<file path="src/rtl/mem_arbiter.sv">
// mem_arbiter: shares one block-wide memory port between the I-cache and the D-cache.
//   clock, reset            - system clock, asynchronous active-low reset
//   i_read/i_address        - I-cache block read request
//   i_readdata/i_busywait   - I-cache fill data (registered) and busy flag
//   d_read/d_write/d_address/d_writedata - D-cache block read / write-back request
//   d_readdata/d_busywait   - D-cache fill data (registered) and busy flag
//   mem_read/mem_write/mem_address/mem_writedata - registered memory request
//   mem_readdata/mem_busywait - memory response
module mem_arbiter #(
    parameter int unsigned ADDR_WIDTH = 32,
    parameter int unsigned DATA_WIDTH = 128
) (
    input  logic                  clock,
    input  logic                  reset,
    input  logic                  i_read,
    input  logic [ADDR_WIDTH-1:0] i_address,
    output logic [DATA_WIDTH-1:0] i_readdata,
    output logic                  i_busywait,
    input  logic                  d_read,
    input  logic                  d_write,
    input  logic [ADDR_WIDTH-1:0] d_address,
    input  logic [DATA_WIDTH-1:0] d_writedata,
    output logic [DATA_WIDTH-1:0] d_readdata,
    output logic                  d_busywait,
    output logic                  mem_read,
    output logic                  mem_write,
    output logic [ADDR_WIDTH-1:0] mem_address,
    output logic [DATA_WIDTH-1:0] mem_writedata,
    input  logic [DATA_WIDTH-1:0] mem_readdata,
    input  logic                  mem_busywait
);

    typedef enum logic [1:0] {IDLE, ISSUE, WAIT, DONE} state_t;

    state_t                state_q, state_n;
    logic                  grant_d_q, grant_d_n;    // 1: D-cache owns the transfer
    logic                  last_d_q, last_d_n;      // 1: last grant went to D-cache
    logic                  op_wr_q, op_wr_n;
    logic                  i_done_q, i_done_n;
    logic                  d_done_q, d_done_n;
    logic                  mem_read_n, mem_write_n;
    logic [ADDR_WIDTH-1:0] mem_address_n;
    logic [DATA_WIDTH-1:0] mem_writedata_n;
    logic [DATA_WIDTH-1:0] i_readdata_n, d_readdata_n;
    logic                  d_req;
    logic                  pick_d;

    assign d_req      = d_read | d_write;
    assign i_busywait = i_read & ~i_done_q;
    assign d_busywait = d_req & ~d_done_q;

    // State and output registers
    always_ff @(posedge clock or negedge reset) begin
        if (!reset) begin
            state_q       <= IDLE;
            grant_d_q     <= 1'b0;
            last_d_q      <= 1'b0;
            op_wr_q       <= 1'b0;
            i_done_q      <= 1'b0;
            d_done_q      <= 1'b0;
            mem_read      <= 1'b0;
            mem_write     <= 1'b0;
            mem_address   <= '0;
            mem_writedata <= '0;
            i_readdata    <= '0;
            d_readdata    <= '0;
        end else begin
            state_q       <= state_n;
            grant_d_q     <= grant_d_n;
            last_d_q      <= last_d_n;
            op_wr_q       <= op_wr_n;
            i_done_q      <= i_done_n;
            d_done_q      <= d_done_n;
            mem_read      <= mem_read_n;
            mem_write     <= mem_write_n;
            mem_address   <= mem_address_n;
            mem_writedata <= mem_writedata_n;
            i_readdata    <= i_readdata_n;
            d_readdata    <= d_readdata_n;
        end
    end

    // Arbitration, memory handshake and next-state logic
    always_comb begin
        state_n         = state_q;
        grant_d_n       = grant_d_q;
        last_d_n        = last_d_q;
        op_wr_n         = op_wr_q;
        i_done_n        = i_done_q;
        d_done_n        = d_done_q;
        mem_read_n      = mem_read;
        mem_write_n     = mem_write;
        mem_address_n   = mem_address;
        mem_writedata_n = mem_writedata;
        i_readdata_n    = i_readdata;
        d_readdata_n    = d_readdata;
        pick_d          = 1'b0;

        case (state_q)
            IDLE: begin
                if (i_read || d_req) begin
                    // Sole requester wins; on a tie the one not granted last time wins
                    pick_d        = d_req && (!i_read || !last_d_q);
                    grant_d_n     = pick_d;
                    last_d_n      = pick_d;
                    op_wr_n       = pick_d && d_write;
                    mem_address_n = pick_d ? d_address : i_address;
                    if (pick_d && d_write) begin
                        mem_writedata_n = d_writedata;
                    end
                    mem_read_n  = !(pick_d && d_write);
                    mem_write_n = pick_d && d_write;
                    state_n     = ISSUE;
                end
            end
            // Memory may not have raised busywait yet, so it is ignored here
            ISSUE: state_n = WAIT;
            WAIT: begin
                if (!mem_busywait) begin
                    mem_read_n  = 1'b0;
                    mem_write_n = 1'b0;
                    if (!op_wr_q) begin
                        if (grant_d_q) begin
                            d_readdata_n = mem_readdata;
                        end else begin
                            i_readdata_n = mem_readdata;
                        end
                    end
                    if (grant_d_q) begin
                        d_done_n = 1'b1;
                    end else begin
                        i_done_n = 1'b1;
                    end
                    state_n = DONE;
                end
            end
            DONE: begin
                i_done_n = 1'b0;
                d_done_n = 1'b0;
                state_n  = IDLE;
            end
            default: state_n = IDLE;
        endcase
    end

endmodule

</file>
<file path="config.mk">
export PLATFORM = sky130hd
export DESIGN_NAME = mem_arbiter
export DESIGN_NICKNAME = d
export VERILOG_FILES = /design/src/rtl/mem_arbiter.sv
export SDC_FILE = /design/constraint.sdc
export NUM_CORES = 1
export LEC_CHECK = 0
export CAP_MARGIN = 20
export CELL_PAD_IN_SITES_DETAIL_PLACEMENT = 0
export CELL_PAD_IN_SITES_GLOBAL_PLACEMENT = 1
export CORE_AREA = 10 10 285 287
export DETAILED_ROUTE_END_ITERATION = 12
export DIE_AREA = 0 0 295 297
export PLACE_DENSITY = 0.55
export SETUP_SLACK_MARGIN = 0.5
export SLEW_MARGIN = 20
export SYNTH_ARGS = -nofsm -noshare
export SYNTH_HDL_FRONTEND = slang
export SYNTH_SLANG_ARGS = --single-unit
</file>
<file path="constraint.sdc">
create_clock -name clock -period 5.1 [get_ports clock]
set_clock_uncertainty 0.05 [all_clocks]
set_input_delay 0.765 -clock clock [delete_from_list [all_inputs] [get_ports clock]]
set_output_delay 0.765 -clock clock [all_outputs]
set_load 0.05 [all_outputs]
</file>
==> results of run 1 <==
==> worst max-delay path, delay by kind of cell <==
family                 cells  cell delay, ns
buffers and inverters      2            1.48
and+or+nand+nor            1            0.19
==> layout by cell type, fill, tap and decap left out, types with 2 or more instances in the layout <==
cell,count
sky130_fd_sc_hd__a21o_1,2
sky130_fd_sc_hd__a31oi_1,2
sky130_fd_sc_hd__buf_12,6
sky130_fd_sc_hd__buf_4,12
sky130_fd_sc_hd__clkbuf_1,15
sky130_fd_sc_hd__clkbuf_16,53
sky130_fd_sc_hd__clkbuf_8,16
sky130_fd_sc_hd__clkdlybuf4s50_1,744
sky130_fd_sc_hd__clkinv_2,6
sky130_fd_sc_hd__dfrtp_1,424
sky130_fd_sc_hd__diode_2,2
sky130_fd_sc_hd__ha_1,3
sky130_fd_sc_hd__inv_1,3
sky130_fd_sc_hd__inv_6,3
sky130_fd_sc_hd__mux2_2,387
sky130_fd_sc_hd__mux2i_1,32
sky130_fd_sc_hd__nand2_1,35
sky130_fd_sc_hd__nor2_1,4
sky130_fd_sc_hd__nor2b_1,2
sky130_fd_sc_hd__nor4b_4,2
sky130_fd_sc_hd__o211ai_1,2
sky130_fd_sc_hd__o21ai_0,35
==> power by group through the flow <==
| stage | combinational (mW) | clock (mW) | sequential, mW |
|---|---|---|---|
| 3_5_place_dp | 13.0 | 0 | 6.01 |
| 3_3_place_gp | 13.0 | 0 | 5.95 |
| 2_1_floorplan | 2.34 | 0 | 11.8 |
| 4_1_cts | 13.0 | 3.80 | 5.97 |
| 6_report | 12.8 | 3.64 | 5.95 |
| 5_1_grt | 13.3 | 3.94 | 6.19 |
==> sequential cells by signal (all words and copies together), names as in the netlist <==
register and flops:
mem_writedata 128, mem_write 1, last_d_q 1, mem_read 1, i_readdata 128, d_done_q 1, state_q 2, d_readdata 128
mem_address 32, i_done_q 1, op_wr_q 1
==> routing by layer <==
metal  GRT usage  share of wire
met5           0        0.00092
met4      0.0305          0.017
met3      0.0523          0.090
met2       0.255           0.54
met1       0.140           0.35
==> worst max path at each step <==
stage                             end  slack, ns
detailed placement  mem_writedata[61]       1.80
global route               i_busywait       1.76
CTS                        i_busywait       1.83
floorplan                  i_busywait       2.81
finish                     i_busywait       1.85
global placement           d_busywait       1.80
==> cell type report <==
| type | count | area, sq um | share of cell area |
|---|---|---|---|
| Sequential cell | 424 | 10600 | 0.401 |
| Timing Repair Buffer | 763 | 7670 | 0.290 |
| Multi-Input combinational cell | 512 | 5230 | 0.198 |
| Clock buffer | 84 | 1600 | 0.0606 |
| Tap cell | 978 | 1220 | 0.0463 |
| Clock inverter | 11 | 95.1 | 0.00359 |
| Inverter | 4 | 15.0 | 0.000568 |
| Antenna cell | 2 | 5.00 | 0.000189 |
==> logic make-up (layout without fill, tap and decap cells) <==
group,Yosys count,count (layout),synth area share
AND/OR/NAND/NOR,45,45,0.0129
flip-flops,424,424,0.650
other,0,2,0
adder cells (fa/ha/maj),3,3,0.00230
AO/OA/AOI/OAI,45,45,0.0159
multiplexers,419,419,0.287
buffers and inverters,58,862,0.0321
==> synth_stat cells, types with 3 or more instances <==
cell and number:
sky130_fd_sc_hd__inv_1 3, sky130_fd_sc_hd__clkbuf_1 3, sky130_fd_sc_hd__buf_6 33, sky130_fd_sc_hd__o21ai_0 35, sky130_fd_sc_hd__ha_1 3, sky130_fd_sc_hd__buf_4 6
sky130_fd_sc_hd__mux2_2 387, sky130_fd_sc_hd__buf_2 10, sky130_fd_sc_hd__mux2i_1 32, sky130_fd_sc_hd__dfrtp_1 424, sky130_fd_sc_hd__nor2_1 4, sky130_fd_sc_hd__nand2_1 36
==> stage by stage <==
stage / hold WS [ns] / cell area, sq um
after detailed placement: 0.420 / 24700
after global placement: 0.414 / 24700
after global routing: 0.192 / 26500
after floorplan: 0.419 / 16300
after CTS: 0.174 / 26400
final: 0.168 / 26500
==> results.txt, run 1 <==
- The worst setup path is launched from an input pin.
* Residual DRC: 0
- For this run, the post-layout net count is 2087.
- The root buffer cell chosen for the clock tree is sky130_fd_sc_hd__clkbuf_16.
- Entering global routing, the biggest net connects 113 pins.
- Number of setup violations in the final report: 0
* Buffer count from post-CTS setup fixing: 0
- In the global route stage, overall resource usage came out at 0.136.
* Worst Tran Pin Value: 0.921 ns
- HPWL after detailed placement: 48100 um
- Crit Path Category: in2out
- TritonCTS clock tree: done
* CP Capture Type: output port
- The count of buffers added on input and output ports is 745.
* Non-filler cells in the finished layout: 2778
* Final Power: 22.4 mW
- Sequential share of the synthesized area: 0.650
- At the worst endpoint, the required time is 4.28 ns.
- Counting the fill cells in the layout gives 7311.
* Post-CTS clock slew at the launch and capture registers of the worst setup and hold paths: 0.05 ns
* Total net switching power: 10.6 mW
* Origin of the worst setup path: i_read
- VDD sags by at most 0.501 mV.
- Max-Cap Viols: 0
* Reg2Reg Depth: 5
* Terminus of the critical flop-to-flop path: i_readdata[30]
- In this run, distinct cell masters in the synthesized netlist total 25.
- Die Height: 297 um
- Placer's final routability congestion estimate: 0.789
* Yosys reg bits: 424
* Utilization after layout: 0.351
* Post-synth top area share: 0.650
* Min cycle time layout: 3.25 ns
* Number of antenna violations at the first check in global routing: 7
- Vias in the first global route: 12200
- Cells resized by post-CTS repair: 0
* CP max FO: 5
- Timing analysis after detailed placement gives a worst setup slack of 1.80 ns.
- The final route contains 11100 vias.
- Max-slew headroom: 0.386
- Clock insertion delay at the later pin of the skew report: 0.57 ns
* Number of levels the H-tree was split into: 2
- In this run the deepest clock path goes through 3 buffers.
- CTS saw 424 sinks.
- Number of optimization iterations in the first detailed-route pass: 4
- Avg Vias per Cell: 3.99
- Top post-synthesis cells by area: sky130_fd_sc_hd__dfrtp_1 65%, sky130_fd_sc_hd__mux2_2 27%, sky130_fd_sc_hd__buf_6 2.3%
* Number of cells produced by synthesis: 994
- Worst setup slack for register-to-register paths: 2.47 ns
- The total overflow left after global routing is 0.
- Post-synthesis instance area: 16300 sq um
- STA puts the critical path data arrival time at 2.44 ns.
* Logic pwr share: 0.572
* Routed len/inst: 22.4 um
- The synthesized design contains 0 enable-type register cells.
- The floorplan step set the die width to 295 um.
- Of the cells placed in the final design, the portion with a size suffix greater than 1 is 0.274.
* Max Transition Viols Final: 0
* First-pass GRT wire length: 88900 um
- Of the total power, registers draw 0.266.
- Worst-path cell chain: clkdlybuf4s50_1, nor2b_1, clkdlybuf4s50_1
- Setup repair after global routing left no endpoint under its margin.
- Of the available clock period, the critical path in the final layout requires 0.637.
- Number of top-level pins: 746
- After synthesis, the mean cell area works out to 16.4 sq um.
* Number of CTS-inserted buffers: 53
- The total area inside the core boundary comes to 75400 sq um.
- After floorplanning, the core was divided into 101 placement rows.
* Hold Violations, Final: 0
- Number of nets produced by synthesis: 1323
- Path category of the worst min-delay check: in2async
- Clock share of power: 0.163
* DRC marker count from the first detailed-route iteration: 265
* Top_reg_cell synth: sky130_fd_sc_hd__dfrtp_1
- The startpoint identified for the worst register-to-register timing path is state_q[0].
* Outcome: finished, final reports clean
- In this run the static leakage power is 10.9 nW.
- Power density cells: 848 nW/um^2
- Fmax achieved: 0.308 GHz
* Internal power of the cells: 11.8 mW
- On the worst path, the slowest cell contributes a delay of 0.83 ns.
- Adding up every negative setup slack in the final design gives 0 ns.
- The detail route stage leaves a number of antenna-violating nets equal to 0.
- The worst path meets setup with 1.85 ns of slack.
- The final layout contains routed wiring with a total length of 62200 um.
- Switching Fraction: 0.474
- Syn-to-layout area delta: 62.1%
* CP dominant cell by count: sky130_fd_sc_hd__clkdlybuf4s50_1
- Of all flip-flops after synthesis, the portion carrying an async set or reset was 1.00.
* Largest area contributor in the netlist: sky130_fd_sc_hd__dfrtp_1
- The initial utilization of the core area, before any placement, comes to 0.216.
- The Yosys step of the flow raised 0 warnings.
- Buffers inserted to repair hold after CTS numbered 0.
- Number of placed instances, taps included: 2681
* Slowest stage cell, crit path: sky130_fd_sc_hd__clkdlybuf4s50_1
- The die covers 87600 sq um.
Power figures use the tool's default switching activity.
==> run 2, diff against run 1 <==
--- a/config.mk
+++ b/config.mk
@@ -8,10 +8,10 @@
 export CAP_MARGIN = 20
 export CELL_PAD_IN_SITES_DETAIL_PLACEMENT = 0
 export CELL_PAD_IN_SITES_GLOBAL_PLACEMENT = 1
-export CORE_AREA = 10 10 285 287
+export CORE_AREA = 10 10 282 284
 export DETAILED_ROUTE_END_ITERATION = 12
-export DIE_AREA = 0 0 295 297
-export PLACE_DENSITY = 0.55
+export DIE_AREA = 0 0 292 294
+export PLACE_DENSITY = 0.58
 export SETUP_SLACK_MARGIN = 0.5
 export SLEW_MARGIN = 20
 export SYNTH_ARGS = -nofsm -noshare
==> constraint.sdc (replaced) <==
create_clock -name clock -period 2.91 [get_ports clock]
set_clock_uncertainty 0.05 [all_clocks]
set_input_delay 0.4365 -clock clock [delete_from_list [all_inputs] [get_ports clock]]
set_output_delay 0.4365 -clock clock [all_outputs]
set_load 0.05 [all_outputs]
==> run 2 against run 1 <==
Compared with the run above:
- cell count rose by 0.36%
- clock-buffer cell count fell by 7
- sequential power rose by 76%
- first-iteration DRC count rose by 19%
- critical path type is now reg2out
- worst setup slack got worse by 1.3 ns
- via count rose by 1.3%
- non-clock buffer count rose by 20
- largest power group unchanged
- power rose by 76%
- register-to-register slack got worse by 1.8 ns
- die area fell by 2.0%
- routed wire length fell by 0.78%
==> results.txt, run 2 (same netlist as run 1, synthesis figures left out) <==
- The run finished with clean final reports.
* Number of levels the H-tree was split into: 2 (unchanged)
- Final sum of negative setup slack: 0 ns (unchanged)
- The critical path is of the reg2out type.
- TritonCTS built the clock tree.
- Vias in the first global route: 12700 (+4.1%)
* Max-Cap Viols: 0 (unchanged)
* Gr usage total: 0.137 (+0.000957)
- The number of buffers added on ports was 745 (unchanged).
* Residual DRC: 0 (unchanged)
- Slowest stage cell, crit path: sky130_fd_sc_hd__clkdlybuf4s50_1
- Routed len/inst: 22.2 um (-1.1%)
- Internal power of the cells: 20.8 mW (+77%)
- Overall die width: 292 um (-1.0%)
- The routed design could run at a clock period as short as 2.32 ns.
- The worst-case setup margin in the final layout came to 0.587 ns (-1.26 ns).
- The number of slew-limit violations in the final report is 0 (unchanged).
* Post-CTS clock slew at the launch and capture registers of the worst setup and hold paths: 0.06 ns (about the same)
* Fraction of layout cells with a size suffix above 1: 0.285 (+0.0112)
* Final clock period utilization by the worst path: 0.798
- The total power per unit cell area was 1480 nW/um^2 (+74%).
- The first-pass iteration count of the detailed router came to 4 (unchanged).
* RSZ-0062 raised after global routing: no
- Clock insertion delay at the later pin of the skew report: 0.56 ns (about the same)
* Total net switching power: 18.6 mW (+75%)
- The count of clock tree sinks is 424 (unchanged).
* Clock share of power: 0.163 (about the same)
- The minimum setup slack after placement was 0.307 ns (-1.49 ns).
* Largest registers: d_readdata (128), i_readdata (128), mem_writedata (128)
- Placer's final routability congestion estimate: 0.794 (+0.70%)
- Die Height: 294 um (-1.0%)
* Area enclosed by the die boundary: 85800 sq um (-2.0%)
- The count of buffer and inverter cells on the critical path was 1 (-1).
* Register share of total power: 0.266 (about the same)
- The detailed placer's ending HPWL came to 49000 um (+1.8%).
* CP max FO: 2 (-3)
- The critical path goes through clkdlybuf4s50_1.
- The total CTS buffers came to 51 (-3.8%).
- Hold Violations, Final: 0 (unchanged)
* Req. time, crit path: 2.42 ns (-1.86 ns)
* Global route overflow: 0 (unchanged)
- In the layout the commonest cells are 737 x sky130_fd_sc_hd__clkdlybuf4s50_1, 424 x sky130_fd_sc_hd__dfrtp_1, 387 x sky130_fd_sc_hd__mux2_2.
* Category of cells accounting for the largest share of critical-path delay: buffers and inverters
* Number of top-level pins: 746 (unchanged)
- The actual slew at the worst max-slew pin is 0.934 ns (+0.0133 ns).
* Largest vdd supply drop: 0.651 mV (+30%)
- The largest incremental delay on the critical path is 0.91 ns (+0.08 ns).
* First-pass GRT wire length: 88500 um (-0.40%)
* Logic pwr share: 0.571 (about the same)
* Switching Fraction: 0.472 (-0.00215)
- Cell row count: 100 (-0.99%)
* Buffer count from post-CTS setup fixing: 0 (unchanged)
- Path category of the worst min-delay check: in2async
- The static power due to leakage was 11.1 nW (+1.4%).
- CP Capture Type: output port
* ANT nets after route: 0 (unchanged)
- DR vias: 11200 (+1.3%)
* Avg Vias per Cell: 4.03 (+0.94%)
- The area growth from synthesis to layout is 63.7%.
- NumNets Final: 2105 (+0.86%)
* CTS Root Cell: sky130_fd_sc_hd__clkbuf_16
* Leading cell type in the layout, fill and taps excluded: sky130_fd_sc_hd__clkdlybuf4s50_1
* Worst endpoint data arrival time: 1.84 ns (-0.60 ns)
* Number of setup violations in the final report: 0 (unchanged)
* Total wire length: 61800 um (-0.78%)
* Maximum number of buffers from clock root to sink: 3 (unchanged)
* Max-slew headroom: 0.376 (-0.00987)
- Number of antenna violations at the first check in global routing: 6 (-1)
* Pin count of the biggest net entering global routing: 74 (-35%)
- DRC marker count from the first detailed-route iteration: 315 (+19%)
* Initial Utilization: 0.221 (+0.00438)
- Kind of launch point of the worst setup path: flip-flop
- The placeable core region came to 73900 sq um (-2.0%).
- Timing would allow up to 0.431 GHz.
-- run 2: power by group through the flow --
stage	clock, mW	combinational (mW)	sequential (mW)
floorplan	0	4.09	20.6
global placement	0	22.7	10.5
detailed placement	0	22.8	10.6
CTS	6.69	22.9	10.5
global route	6.92	23.4	10.9
finish	6.43	22.5	10.5
-- run 2: worst paths after layout --
check / from / end / slack [ns] / cells after the start
min in group clock: mem_address[12] / mem_address[12] / 0.43 / 2
min: reset / i_readdata[112] / 0.39 / 2
max: mem_writedata[11] / mem_writedata[11] / 0.59 / 1
max in group asynchronous: reset / mem_writedata[88] / 1.46 / 4
max reg2reg: state_q[0] / i_readdata[50] / 0.67 / 6
min reg2reg: mem_address[12] / mem_address[12] / 0.43 / 2
-- run 2: metrics by stage --
step	cells	hold WS, ns	power, mW	cell area [sq um]	util
final	2788	0.391	39.4	26700	0.361
after global routing	2788	0.392	41.1	26700	0.361
after CTS	2784	0.370	40.1	26700	0.361
after detailed placement	2691	0.422	33.4	25000	0.338
after global placement	2691	0.416	33.2	25000	0.338
after floorplan	994	0.0909	24.7	16300	-
-- run 2: repair_timing --
item / in CTS / in global routing
cloned: 0 / 0
hold endpoints to repair: 63 / 0
setup endpoints to repair: 5 / 154
resized for setup: 5 / 1
hold buffers: 1 / 0
-- run 2: per-layer routing --
| layer | vias to the layer above | global-route usage | share of wire |
|---|---|---|---|
| li1 | 5080 | - | - |
| met1 | 5664 | 0.138 | 0.35 |
| met2 | 413 | 0.260 | 0.54 |
| met3 | 72 | 0.0511 | 0.080 |
| met4 | 4 | 0.0390 | 0.021 |
| met5 | - | 0 | 0.00044 |
-- run 2: area by class of cell --
type	instances	area [sq um]
Clock inverter	15	164
Tap cell	969	1210
Inverter	4	15.0
Fill cell	7078	47200
Clock buffer	77	1540
Antenna cell	4	10.0
Sequential cell	424	10600
Timing Repair Buffer	783	7930
Multi-Input combinational cell	512	5230
==> run 3, diff against run 2 <==
==> constraint.sdc (replaced) <==
create_clock -name clock -period 1.85 [get_ports clock]
set_clock_uncertainty 0.05 [all_clocks]
set_input_delay 0.2775 -clock clock [delete_from_list [all_inputs] [get_ports clock]]
set_output_delay 0.2775 -clock clock [all_outputs]
set_load 0.05 [all_outputs]
==> run 3 against run 2 <==
Compared with the run above:
- sequential share of layout area shrank 3.2 points
- critical endpoint is now i_readdata[107]
- first-iteration DRC count rose by 37%
- cell count grew 4.7%
- sequential power grew 61%
- core utilization is 3.1 points higher
- worst hold slack worse by 0.20 ns
- the flow now finishes with violations (negative setup slack)
==> results.txt, run 3 (same netlist as run 1, synthesis figures left out) <==
- Leading cell type in the layout, fill and taps excluded: sky130_fd_sc_hd__buf_4
- Area of the placeable core: 73900 sq um (unchanged)
- Number of antenna violations at the first check in global routing: 4 (-2)
- The overall die height was 294 um (unchanged).
- Maximum number of buffers from clock root to sink: 3 (unchanged)
- The count of maximum capacitance violations was 0 (unchanged).
- Clock share of power: 0.155 (-0.008)
- Vias in the first global route: 13300 (+5.0%)
- The first-pass iteration count of the detailed router is 4 (unchanged).
* Leakage power total: 13.7 nW (+23%)
- The checks that failed: negative setup slack.
- Layout Cell Area excl Fill: 29000 sq um (+8.7%)
- The floorplan die width was 292 um (unchanged).
- The startpoint identified for the worst register-to-register timing path is state_q[0].
* Dpl cell area: 24500 sq um (-2.1%)
- Initial Utilization: 0.221 (unchanged)
- The post-CTS clock slew at the launch and capture registers of the worst setup and hold paths came to 0.06 ns (about the same).
* Req. time, crit path: 2.26 ns (-0.16 ns)
* Residual DRC: 0 (unchanged)
- Number of setup violations in the final report: 125 (+125)
- Avg Vias per Cell: 4.12 (+2.3%)
- The die area came to 85800 sq um (unchanged).
- The utilization of the core after routing is 0.393 (+0.0313).
- The peak ir drop on the vdd network is 1.28 mV (+96%).
- The count of clock tree sinks is 424 (unchanged).
* Outcome: complete, but fails checks
* Global route overflow: 0 (unchanged)
* Worst endpoint data arrival time: 2.30 ns (+0.46 ns)
- The last weighted congestion value of the routability-driven placer came to 0.795 (+0.10%).
* Setup Slack @ Placement: -0.469 ns (-0.776 ns)
- Cell row count: 100 (unchanged)
- STA classifies the critical path endpoint as a flip-flop.
* Worst stage delay on the critical path: 0.39 ns (-0.52 ns)
- Pin count of the biggest net entering global routing: 68 (-8.1%)
- In the final layout, the registers with the most flip-flops are d_readdata (128), i_readdata (128), mem_writedata (128).
- Worst Min Path Start: i_read
* Worst setup slack for register-to-register paths: -0.04 ns (-0.71 ns)
- The headroom to the max-slew limit was 0.596 (+0.220).
- Number of top-level pins: 746 (unchanged)
- Terminus of the critical flop-to-flop path: i_readdata[107]
* CP max FO: 20 (+18)
- ANT nets after route: 0 (unchanged)
* Reg2Reg Depth: 6 (unchanged)
- The number of slew-limit violations in the final report was 0 (unchanged).
- Final clock period utilization by the worst path: 1.02
- The fraction of final layout cells sized beyond drive strength 1 came to 0.570 (+0.285).
- Counting instances, the worst hold path has a depth of 3.
- The tightest min-delay check is of the in2reg type.
- The total track usage came to 0.146 (+0.00911).
* Hold Violations, Final: 0 (unchanged)
* WHS Endpoint: last_d_q
- The worst path in the final design needs a cycle of 1.89 ns, including I/O delays and setup.
* Logic pwr share: 0.592 (+0.021)
- Kind of launch point of the worst setup path: flip-flop
- Setup repair after global routing could not meet its margin everywhere.
* TritonCTS clock tree: done
- The signal on the critical path passes through inv_2, ha_4, nor4b_4, buf_12, buf_12, mux2_2.
* First-pass GRT wire length: 94400 um (+6.6%)
- HPWL after detailed placement: 50100 um (+2.2%)
* Syn-to-layout area delta: 77.9%
- Number of levels the H-tree was split into: 2 (unchanged)
- Setup slack of the critical path after layout: -0.0427 ns (-0.630 ns)
- The count of routing violations after the opening detailed-route iteration is 433 (+37%).
- Total wire length: 69700 um (+13%)
- The number of vias in the routed layout was 12000 (+7.2%).
- Routed len/inst: 23.9 um (+7.8%)
- CP dominant cell by count: sky130_fd_sc_hd__buf_12
- The number of buffers added on ports was 745 (unchanged).
- CTS Root Cell: sky130_fd_sc_hd__clkbuf_16
- Static timing analysis puts the maximum clock frequency at 0.528 GHz.
- The actual slew at the worst max-slew pin is 0.606 ns (-0.328 ns).
- The sequential power share came to 0.253 (-0.013).
- Power density cells: 2300 nW/um^2 (+56%)
- The setup path with the least slack is of type reg2reg.
- Leaving out fill and tap cells, the most frequent cells in the layout are 477 x sky130_fd_sc_hd__buf_4, 423 x sky130_fd_sc_hd__dfrtp_1, 323 x sky130_fd_sc_hd__clkdlybuf4s50_1.
- Total net switching power: 31.2 mW (+68%)
- The total CTS buffers is 51 (unchanged).
- NumNets Final: 2238 (+6.3%)
- Switching Fraction: 0.468 (-0.00422)
* Clock insertion delay at the later pin of the skew report: 0.58 ns (+0.02 ns)
* Internal power of the cells: 35.5 mW (+71%)
- For this design, the slowest cell found on the critical path is sky130_fd_sc_hd__dfrtp_1.
==> run 3: critical path: cells and delay by family (launching register included) <==
family        cells  cell delay (ns)
simple gates      1             0.23
buf+inv           3             0.57
flops             1             0.39
fa+ha+maj         1             0.14
mux               1             0.35
==> run 3: how the worst max path moves through the flow <==
stage,startpoint,to,depth (start not counted)
6_report,state_q[0],i_readdata[107],6
5_1_grt,state_q[0],i_readdata[35],6
4_1_cts,state_q[0],d_readdata[5],8
3_5_place_dp,mem_busywait,d_readdata[120],6
3_3_place_gp,mem_busywait,d_readdata[125],6
2_1_floorplan,state_q[0],i_readdata[0],7
==> run 3: what timing repair did <==
action,4_1_cts,5_1_grt
cloned,17,22
hold buffers,1,0
endpoints found under the setup margin,842,843
endpoints found under the hold margin,31,0
pin swaps,4,12
buffers inserted,24,15
resized for setup,266,204
==> run 3: cell type report <==
class	count	area [sq um]
well taps	969	1210
clock inverters	18	250
flip-flops and latches	424	10600
fillers	6980	44900
diodes	4	10.0
repair buffers	916	9060
inverters	4	15.0
clock buffers	73	1500
multi-input cells	512	6370
==> run 3: metrics by stage <==
| stage | std cells | setup TNS, ns | power (mW) | hold slack [ns] |
|---|---|---|---|---|
| final | 2920 | -2.73 | 66.8 | 0.188 |
| after global routing | 2919 | -24.21 | 69.4 | 0.183 |
| after CTS | 2879 | -4.51 | 64.7 | 0.205 |
| after detailed placement | 2746 | -130.28 | 51.6 | 0.233 |
| after global placement | 2746 | -129.77 | 51.2 | 0.234 |
| after floorplan | 994 | 0 | 39.0 | -0.0681 |
==> run 3: layer usage <==
metal  track usage  wire (um)
met3        0.0532       5500
met2         0.267      36700
met5             0          7
met1         0.156      25600
met4        0.0415       1850
==> run 3: power groups by stage <==
stage                     sequential, mW  clock, mW  combinational (mW)
final                               16.9       10.4                39.5
after floorplan                     32.5          0                6.51
after global placement              16.6          0                34.6
after global routing                17.5       11.1                40.9
after detailed placement            16.7          0                34.8
after CTS                           16.8       10.7                37.3
==> edit 1, RTL diff (flow settings as in run 3) <==
Take the reset off `mem_address`, `mem_writedata`, `i_readdata` and `d_readdata` and load them in a clocked block of their own.
--- a/src/rtl/mem_arbiter.sv
+++ b/src/rtl/mem_arbiter.sv
@@ -62,6 +62,2 @@
             mem_write     <= 1'b0;
-            mem_address   <= '0;
-            mem_writedata <= '0;
-            i_readdata    <= '0;
-            d_readdata    <= '0;
         end else begin
@@ -75,7 +71,10 @@
             mem_write     <= mem_write_n;
-            mem_address   <= mem_address_n;
-            mem_writedata <= mem_writedata_n;
-            i_readdata    <= i_readdata_n;
-            d_readdata    <= d_readdata_n;
         end
+    end
+
+    always_ff @(posedge clock) begin
+        mem_address   <= mem_address_n;
+        mem_writedata <= mem_writedata_n;
+        i_readdata    <= i_readdata_n;
+        d_readdata    <= d_readdata_n;
     end
Formal check against the unedited RTL: not equivalent (a bounded check fails within 4 cycles, from zero or initial values and one cycle with reset low).
==> edit 1 against run 3 <==
  * Routed wire length down 20%
  * Area after synthesis is 18% lower
  * Cell area fell by 12%
  * Sequential cell count stayed put
  * Setup slack improved by 0.20 ns
  * Core utilization fell by 4.7 points
  * Hold slack better by 0.011 ns
  * Sequential share of layout area up 13 points
Power is not compared: it rests on default switching activity, and its combinational part moved more than twofold at a synthesized area within 25%.
==> edit 1: results (changes against run 3) <==
Finish
  – Clkbuf count: 54 (-26%)
  – Number of non-clock inverters in the layout: 5 (+1)
  – Clk tree area frac: 0.0588 (-0.00150)
  – Non-clock buffering overhead: 0.363 (+0.0507)
  – N_diodes: 1 (-3)
  – Share of layout cells above drive strength 1: 0.446 (-0.124)
  – Non-clk bufs: 830 (-9.4%)
  – Sequential cell count: 424 (unchanged)
  – Multi-In Gates: 63 (-88%)
  – Fraction of area in multi-input gates: 0.0328 (-0.187)

Synth
  – Post-synthesis sequential area ratio: 0.950 (+0.299)
  – Area contributors post-synth: edfxtp_1 93%, mux2_2 2.9%, dfrtp_1 1.5%, ha_1 0.28%, buf_6 0.25%
  – Synth cell types: 24 (-4.0%)
  – Commonest cells in the synthesized netlist: 416 x edfxtp_1, 34 x mux2_2, 8 x dfrtp_1
  – Number of flops mapped to enable cells by yosys: 416 (+416)
  – Async set or reset register ratio after synthesis: 0.0189 (-0.981)

GRT
  – Antenna violations before repair: 7 (+3)
  – Met3 Use GR: 0.0560 (+0.00279)
  – M1 GR Usage: 0.116 (-0.0404)
  – Vias in the first global route: 9403 (-29%)
  – Total track usage: 0.120 (-0.0261)
  – Global-route wire length before repair: 74000 µm (-22%)
  – Maximum number of pins on one net before global-route repair: 43 (-37%)

Critical path
  – Reg-to-reg critical path endpoint: mem_writedata[22]
  – FF-to-FF path depth: 5 (-1)
  – Crit path from: state_q[1]

Hold path
  – Worst Hold End: mem_writedata[1]

Route
  – DR vias/cell: 3.56 (-14%)
  – Met2 Wirelength: 30200 µm (-18%)
  – Routed met3 length: 5670 µm (+3.1%)

Clock network
  – Worst-Skew Late Latency: 0.56 ns (-0.02 ns)
  – # resized after CTS: 776 (+190%)
  – Setup bufs post-CTS: 9 (-63%)

Outcome
  – Outcome: finished, final reports clean
[edit 1: cell types whose count changed after synthesis, moves of 32 or more]
cell,delta
mux2i_1,-32
edfxtp_1,+416
nand2_1,-34
dfrtp_1,-416
o21ai_0,-33
mux2_2,-353
[edit 1: logic make-up (layout without fill, tap and decap cells)]
group           after synthesis  after routing  share of synthesized area
buf+inv                       9            921                    0.00431
simple gates                 12             12                    0.00599
compound gates               12             12                    0.00702
other cells                   0              1                          0
flops                       424            424                      0.950
fa+ha+maj                     3              3                    0.00281
mux                          36             36                     0.0303
[edit 1: per-stage QoR]
stage                     TNS, ns  hold WS [ns]  std cells  area [µm²]  worst slack, ns
after global placement     -59.36         0.424       2261       22000           -0.194
after global routing            0         0.149       2378       25500           0.0660
after floorplan           -933.71       -0.0681        496       13600            -3.52
after detailed placement   -63.25         0.440       2261       22000           -0.224
after CTS                       0         0.135       2360       23900            0.143
final                           0         0.199       2378       25500            0.153
==> edit 2, RTL diff (config.mk and constraints of run 3) <==
Made on the original files. Set the parameter `DATA_WIDTH` to 120 (it was 128).
--- a/src/rtl/mem_arbiter.sv
+++ b/src/rtl/mem_arbiter.sv
@@ -10,3 +10,3 @@
     parameter int unsigned ADDR_WIDTH = 32,
-    parameter int unsigned DATA_WIDTH = 128
+    parameter int unsigned DATA_WIDTH = 120
 ) (
Ports: changed (5 resized); port bits go from 746 to 706. The function was not compared with the original's and may differ.
==> edit 2 against run 3 <==
  * The flow still finishes with violations (setup timing)
  * Sequential cell count is 24 lower
  * Synthesized cell count fell by 5.1%
  * Cell count is 3.4% lower
  * Area after synthesis fell by 3.2%
  * Setup slack worse by 0.086 ns
  * Count of clock-buffer cells in the layout decreased by 2
  * Critical path depth up 4
  * Sequential share of layout area barely moved
  * Cell area is 5.5% lower
  * Routed wire length fell by 7.4%
  * Hold slack worse by 0.076 ns
  * Total power down 6.7%
  * Largest cell class unchanged
==> edit 2: results (changes against run 3) <==
Outcome
  – Outcome: finished with violations
  – Failing checks: setup timing

Route
  – DR iter-0 viols: 309 (-29%)
  – Vias: 11300 (-6.1%)
  – Routed met3 length: 5220 µm (-5.1%)

Finish
  – Largest registers: d_readdata x120, i_readdata x120, mem_writedata x120
  – Multi-In Gates: 489 (-4.5%)
  – Non-clk bufs: 872 (-4.8%)
  – Reg area: 10000 µm² (-5.7%)
  – Clkbuf count: 71 (-2.7%)

GRT
  – Met3 Use GR: 0.0517 (-0.00143)
  – GR met2 Demand/Resource: 0.253 (-0.0143)
  – Global-route wire length before repair: 91400 µm (-3.2%)

Clock network
  – # resized after CTS: 227 (-15%)
  – Clock sinks: 400 (-5.7%)
  – Num CTS Buffers: 48 (-5.9%)

Synth
  – Area contributors post-synth: dfrtp_1 63%, mux2_2 19%, mux2_4 9.5%, mux2i_1 2.0%, buf_12 1.3%
  – Post-synthesis sequential area ratio: 0.634 (-0.0164)
  – Syn nets: 1256 (-5.1%)

STA
  – Worst-margin pin slew: 0.897 ns (+0.291 ns)
  – Final WS setup: -0.128 ns (-0.0855 ns)
  – Final setup vio count: 334 (+170%)

Place
  – Gpl congestion: 0.796 (about the same)
  – Cell Area, Placed: 23600 µm² (-3.4%)

Critical path
  – Reg-to-reg critical path endpoint: d_readdata[63]

Power and ir drop
  – Peak supply drop: 0.00134 V (+5.3%)
==> edit 2: metrics by stage <==
| step | TNS (ns) | hold WS (ns) | setup WS, ns | util | total power [µW] |
|---|---|---|---|---|---|
| global placement | -72.28 | 0.106 | -0.313 | 0.320 | 49200 |
| CTS | -16.89 | 0.0722 | -0.127 | 0.364 | 62100 |
| global route | -47.49 | 0.0895 | -0.205 | 0.371 | 65000 |
| floorplan | 0 | -0.0681 | 0.0480 | - | 37600 |
| finish | -22.73 | 0.112 | -0.128 | 0.371 | 62300 |
| detailed placement | -77.03 | 0.105 | -0.330 | 0.320 | 49500 |
==> edit 2: how the worst max path moves through the flow <==
stage | slack, ns | to | startpoint
2_1_floorplan | 0.05 | i_readdata[0] | state_q[0]
3_3_place_gp | -0.31 | d_readdata[95] | mem_busywait
3_5_place_dp | -0.33 | d_readdata[52] | mem_busywait
4_1_cts | -0.13 | d_readdata[88] | state_q[0]
5_1_grt | -0.20 | mem_address[8] | state_q[0]
6_report | -0.13 | d_readdata[63] | state_q[0]
